**config.mk**
```make
export PLATFORM = sky130hd
export DESIGN_NAME = hazard_ctrl_unit
export DESIGN_NICKNAME = d
export VERILOG_FILES = /design/src/rtl/hazard_ctrl_unit_pkg.sv /design/src/rtl/hazard_ctrl_unit_sat_counter.sv /design/src/rtl/hazard_ctrl_unit.sv
export SDC_FILE = /design/constraint.sdc
export NUM_CORES = 1
export LEC_CHECK = 0
export BUFFER_PORTS_ARGS = -buffer_cell sky130_fd_sc_hd__buf_2
export CAP_MARGIN = 15
export CELL_PAD_IN_SITES_DETAIL_PLACEMENT = 0
export CELL_PAD_IN_SITES_GLOBAL_PLACEMENT = 1
export CORE_ASPECT_RATIO = 0.7
export CORE_MARGIN = 2
export CORE_UTILIZATION = 32
export CTS_BUF_LIST = sky130_fd_sc_hd__clkbuf_4 sky130_fd_sc_hd__clkbuf_8 sky130_fd_sc_hd__clkbuf_16
export CTS_CLUSTER_DIAMETER = 80
export DETAILED_ROUTE_END_ITERATION = 10
export GPL_TIMING_DRIVEN = 0
export PLACE_DENSITY_LB_ADDON = 0.1
export RECOVER_POWER = 100
export SLEW_MARGIN = 10
export SYNTH_ARGS = -nofsm -noshare
export SYNTH_HDL_FRONTEND = slang
export SYNTH_SLANG_ARGS = --single-unit
export TNS_END_PERCENT = 5
```
**constraint.sdc**
```tcl
create_clock -name clk_i -period 2.5 [get_ports clk_i]
set_clock_uncertainty 0.05 [all_clocks]
set_input_delay 0.125 -clock clk_i [delete_from_list [all_inputs] [get_ports clk_i]]
set_output_delay 0.125 -clock clk_i [all_outputs]
set_load 0.1 [all_outputs]
```
**src/rtl/hazard_ctrl_unit_pkg.sv**
```systemverilog
// Shared types and defaults for the pipeline hazard controller and its helpers.
package hazard_ctrl_unit_pkg;

    localparam int REG_SIZE  = 5;
    localparam int CNT_W_DEF = 16;

    typedef enum logic [1:0] {
        HZ_RUN      = 2'd0,
        HZ_LU_WAIT  = 2'd1,
        HZ_MEM_WAIT = 2'd2
    } hz_state_e;

    // Width of a down-counter that must hold values 0..cyc.
    function automatic int lu_cnt_width(input int cyc);
        int w;
        w = $clog2(cyc + 1);
        return (w < 1) ? 1 : w;
    endfunction

endpackage

```
**src/rtl/hazard_ctrl_unit_sat_counter.sv**
```systemverilog
// Saturating up-counter with enable and synchronous clear; sticks at all-ones.
module sat_counter #(
    parameter int W = 16
) (
    input  logic         clk,
    input  logic         srst,
    input  logic         en,
    output logic [W-1:0] count
);

    logic [W-1:0] count_reg;

    always_ff @(posedge clk) begin
        if (srst) begin
            count_reg <= '0;
        end else if (en && (count_reg != {W{1'b1}})) begin
            count_reg <= count_reg + W'(1);
        end
    end

    assign count = count_reg;

endmodule

```
**src/rtl/hazard_ctrl_unit.sv**
```systemverilog
// Load-use / data-memory-busy / taken-branch hazard controller for the 5-stage core,
// with a saturating stalled-cycle performance counter.
module hazard_ctrl_unit
    import hazard_ctrl_unit_pkg::*;
#(
    parameter int REG_W        = REG_SIZE,
    parameter int LU_STALL_CYC = 1,
    parameter int CNT_W        = CNT_W_DEF
) (
    input  logic             clk_i,
    input  logic             rst_i,
    input  logic [REG_W-1:0] ID_rs1_i,
    input  logic [REG_W-1:0] ID_rs2_i,
    input  logic             ID_rs1_used_i,
    input  logic             ID_rs2_used_i,
    input  logic [REG_W-1:0] EX_rd_i,
    input  logic             MemRead_i,
    input  logic             Branch_taken_i,
    input  logic             DMem_busy_i,
    output logic             PCWrite_o,
    output logic             Stall_o,
    output logic             NoOp_o,
    output logic             Flush_o,
    output logic             Freeze_o,
    output logic [CNT_W-1:0] stall_cnt_o
);

    localparam int              LU_W      = lu_cnt_width(LU_STALL_CYC);
    localparam logic [LU_W-1:0] LU_RELOAD = LU_W'(LU_STALL_CYC - 1);
    localparam logic [LU_W-1:0] LU_LAST   = LU_W'(1);

    hz_state_e       state_reg, state_next;
    hz_state_e       ret_reg, ret_next;
    hz_state_e       eff_state;
    logic [LU_W-1:0] lu_cnt_reg, lu_cnt_next;

    logic rs1_hit;
    logic rs2_hit;
    logic hz;

    // An x0 destination never creates a dependency.
    assign rs1_hit = ID_rs1_used_i && (ID_rs1_i == EX_rd_i);
    assign rs2_hit = ID_rs2_used_i && (ID_rs2_i == EX_rd_i);
    assign hz      = MemRead_i && (EX_rd_i != '0) && (rs1_hit || rs2_hit);

    // Once memory releases, MEM_WAIT acts as the state it interrupted in the same cycle.
    assign eff_state = (state_reg == HZ_MEM_WAIT) ? ret_reg : state_reg;

    always_comb begin
        state_next  = state_reg;
        ret_next    = ret_reg;
        lu_cnt_next = lu_cnt_reg;
        PCWrite_o   = 1'b0;
        Stall_o     = 1'b0;
        NoOp_o      = 1'b0;
        Flush_o     = 1'b0;
        Freeze_o    = 1'b0;

        if (rst_i) begin
            state_next  = HZ_RUN;
            ret_next    = HZ_RUN;
            lu_cnt_next = '0;
        end else if (DMem_busy_i) begin
            Stall_o    = 1'b1;
            Freeze_o   = 1'b1;
            state_next = HZ_MEM_WAIT;
            ret_next   = eff_state;
        end else begin
            case (eff_state)
                HZ_LU_WAIT: begin
                    Stall_o     = 1'b1;
                    NoOp_o      = 1'b1;
                    lu_cnt_next = lu_cnt_reg - LU_W'(1);
                    state_next  = (lu_cnt_reg == LU_LAST) ? HZ_RUN : HZ_LU_WAIT;
                end
                default: begin
                    if (hz) begin
                        // Branch outcome is ignored: its operand is still in flight.
                        Stall_o = 1'b1;
                        NoOp_o  = 1'b1;
                        if (LU_STALL_CYC > 1) begin
                            lu_cnt_next = LU_RELOAD;
                            state_next  = HZ_LU_WAIT;
                        end else begin
                            state_next  = HZ_RUN;
                        end
                    end else begin
                        PCWrite_o  = 1'b1;
                        Flush_o    = Branch_taken_i;
                        state_next = HZ_RUN;
                    end
                end
            endcase
        end
    end

    always_ff @(posedge clk_i) begin
        if (rst_i) begin
            state_reg  <= HZ_RUN;
            ret_reg    <= HZ_RUN;
            lu_cnt_reg <= '0;
        end else begin
            state_reg  <= state_next;
            ret_reg    <= ret_next;
            lu_cnt_reg <= lu_cnt_next;
        end
    end

    sat_counter #(
        .W(CNT_W)
    ) u_stall_cnt (
        .clk  (clk_i),
        .srst (rst_i),
        .en   (~PCWrite_o),
        .count(stall_cnt_o)
    );

endmodule
```
==> summary.md <==
| Metric | Value |
|---|---|
| Async SR Flop Fraction | 0% |
| Post-synth cell types | between 40 and 50 |
| HP Class | in2reg |
| Worst EP required | around 2600 ps |
| Final hold vios | 0 |
| RSZ-0062 raised after global routing | no |
| Setup crit start kind | register |
| Synth Flop Type | dfxtp_1 |
| Hold endpoint | u_stall_cnt.count[2] |
| Flop2flop setup slack | around 150 ps |
| Root Driver | clkbuf_8 |
| Die height | 55.42 um |
| Final layout net count | between 200 and 250 |
| Initial DRT Pass Iterations | 4 |
| Worst Path Buf+Inv | 0 |
| Max_cap viols | 0 |
| Final Wtd Congestion | slightly above 0.8 |
| Busiest layer in global routing | met2 |
| Reg2Reg Depth | 7 |
| Wirelength, routed | between 3000 and 4000 um |
| Status | complete, no violations |
| Post-Syn Area | 1209 um^2 |
| Largest net degree at the start of global routing | 14 |
| Max FFs per register | 16 |
| CTS Buf Count | 3 |
| Syn Area/Cell | around 8.5 um^2 |
| Synth area leaders | dfxtp_1, xor2_1, or4_1 |
| FMAX | about 430 MHz |
| Pre-CTS setup slack | -3.517 ps |
| First-pass GRT wire length | 5547 um |
| Pwr Density | around 470 nW/um^2 |
| Syn. warnings | 0 |
| # IOs | 43 |
| Slack of the critical path | 147.4 ps |
| Crit path cell chain | ha_1 > nand3_1 > or2_4 > or3_4 > or2_2 > nand3_1 > mux2_2 |
| Initial Utilization | between 30% and 40% |
| Congestion Overflow GR | 0 |
| Final Slew Violations | 0 |
| Met3 Use GR | slightly below 4% |
| Detail Route Antenna Nets | 0 |
| Global Route Usage Sum | 16.02% |
| Ant diodes | 0 |
| Die Span X | between 70 and 80 um |
| CP max stage delay | 430 ps |
| WP data arrival | around 2500 ps |
| Layout cells sized above 1 | between 20% and 30% |
| WHS | 200.2 ps |
| Peak supply drop | 0.0002706 V |
| Yosys top cell area share | 34.78% |
| Syn_nets | 165 |
| Worst slew pin tran | between 1000 and 1500 ps |
| Area Overhead vs Synth | 27.12% |
| Vias per std cell | around 5.1 |
| Post-Synthesis Cells | around 140 |
| H-tree levels | 1 |
| Worst hold start | rst_i |
| Post-synthesis register bit count | 21 |
| Initial antenna violation count | 0 |
| Crit path max fanout | 5 |
| Slew margin rel. | a little over a fifth |
| Critical path's slowest cell | or3_4 |
| Final setup vio count | 0 |
| TNS Setup | 0 ps |
| Number of global-route vias before repair | ~1200 |
| Cell mode on critical path | nand3_1 |
| Leak | roughly 0.56 nW |
| Number of non-filler instances in the completed layout | between 200 and 250 |
| DP Cell Count | 234 |
| Critical R2R Capture | u_stall_cnt.count[3] |
| CTS max path bufs | 2 |
| Area leader, netlist | dfxtp_1 |
| Final Cycle Share | between 90 and 100% |
| Sequential share of the synthesized area | a little over a third |
| PnR Total Power | 0.7185 mW |
| # hold bufs at CTS | 0 |
| Critical path origin | u_stall_cnt.count[0] |
| DR DRC count | 0 |
| Post-synth EDFFs | 0 |
| Reg clk slew, reported paths | about 80 ps |
| 1st-iter DRT viols | 80 |
| Clock sink count | 21 |
| # rows | 18 |
| CP top delay family | simple AND/OR/NAND/NOR gates |
| Clock latency on the worst-skew pair | approximately 260 ps |
| CTS tree | yes |
| CP endpoint kind | register |
| M2 GR Usage | between 20% and 30% |
| Crit path kind | reg2reg |
| Die area | ~4300 um^2 |
| Crit path time final | 2353 ps |
| I/O Buffers | 42 |
| Core footprint | about 3600 um^2 |
| Met1 GRT Util | between 20 and 25% |
| Reg2reg start | u_stall_cnt.count[0] |
| Min-Delay Path Depth | 3 |
| Detail Placement HPWL | 2494 um |
| DR WL/cell | between 10 and 15 um |
| Via count | 1222 |
## routing by layer
metal  wire [um]  vias up
li1            -      615
met5           0        -
met3         254        2
met1        1614      562
met4          10        0
met2        1389       43
## Yosys cell counts (2+ instances only)
cell type and n:
or4_1 8, o21ai_0 3, xor2_1 8, xnor2_1 3
nor4_1 4, nor2b_1 9, nand2_1 8, a21oi_1 11
o31ai_1 7, nor3_1 2, clkbuf_1 3, mux2_2 5
nor2_1 10, and3_1 3, or3_1 2, and4_1 2
nand3_1 8, dfxtp_1 21, or2_2 2
## cell families (layout without fill, tap and decap cells)
kind of cell	after synthesis	count (layout)	synth area share, %
compound gates	30	30	16.46
xor+xnor	11	11	7.972
fa+ha+maj	1	1	1.035
buf+inv	9	55	3.829
flops	21	21	34.78
mux	5	5	4.658
simple gates	65	65	31.26
## worst max-delay path by stage
stage	to	cells past startpoint
after floorplan	u_stall_cnt.count[2]	6
after global placement	Flush_o	9
after detailed placement	Flush_o	9
after CTS	u_stall_cnt.count[11]	7
after global routing	Stall_o	6
final	u_stall_cnt.count[3]	7
## worst min-delay path, delay by kind of cell
family | cells | cell delay (ps)
buf+inv | 1 | 120
mux | 1 | 140
simple gates | 1 | 110
## power by group
group	internal, mW	leakage, nW	switching, mW
registers	0.340	0.170	0.00441
clock network	0.113	0.0217	0.121
logic	0.0389	0.366	0.102
## per-stage QoR
step	cell area, um^2	utilization, %
after floorplan	1216	-
after global placement	1489	41.58
after detailed placement	1489	41.58
after CTS	1540	43.01
after global routing	1536	42.91
final	1536	42.91
## cells in the final DEF, fill, tap and decap left out, types with 2 or more instances in the layout
cell type and instances:
buf_2 21, clkbuf_1 21, dfxtp_1 19, nor2_1 10
a21oi_1 10, nor2b_1 9, or4_1 8, xor2_1 8
nand3_1 8, nand2_1 8, o31ai_1 7, mux2_2 5
nor4_1 4, xnor2_1 3, and3_1 3, o21ai_0 3
clkbuf_8 3, clkbuf_2 3, buf_6 2, and4_1 2
dfxtp_2 2
## cell type report
| cell class | count | area, um^2 |
|---|---|---|
| plain buffers | 7 | 38.79 |
| clock buffers | 3 | 41.29 |
| clock inverters | 1 | 7.507 |
| fillers | 386 | 2044 |
| inverters | 2 | 7.507 |
| multi-input cells | 112 | 758.2 |
| flip-flops and latches | 21 | 422.9 |
| well taps | 50 | 62.56 |
| repair buffers | 42 | 197.7 |
## repair_timing
| action | CTS | global route |
|---|---|---|
| gates resized for setup | 1 | 5 |
| buffers inserted | 0 | 0 |
| pin swaps | 0 | 0 |
| setup endpoints to repair | 1 | 7 |
Power figures use the tool's default switching activity.
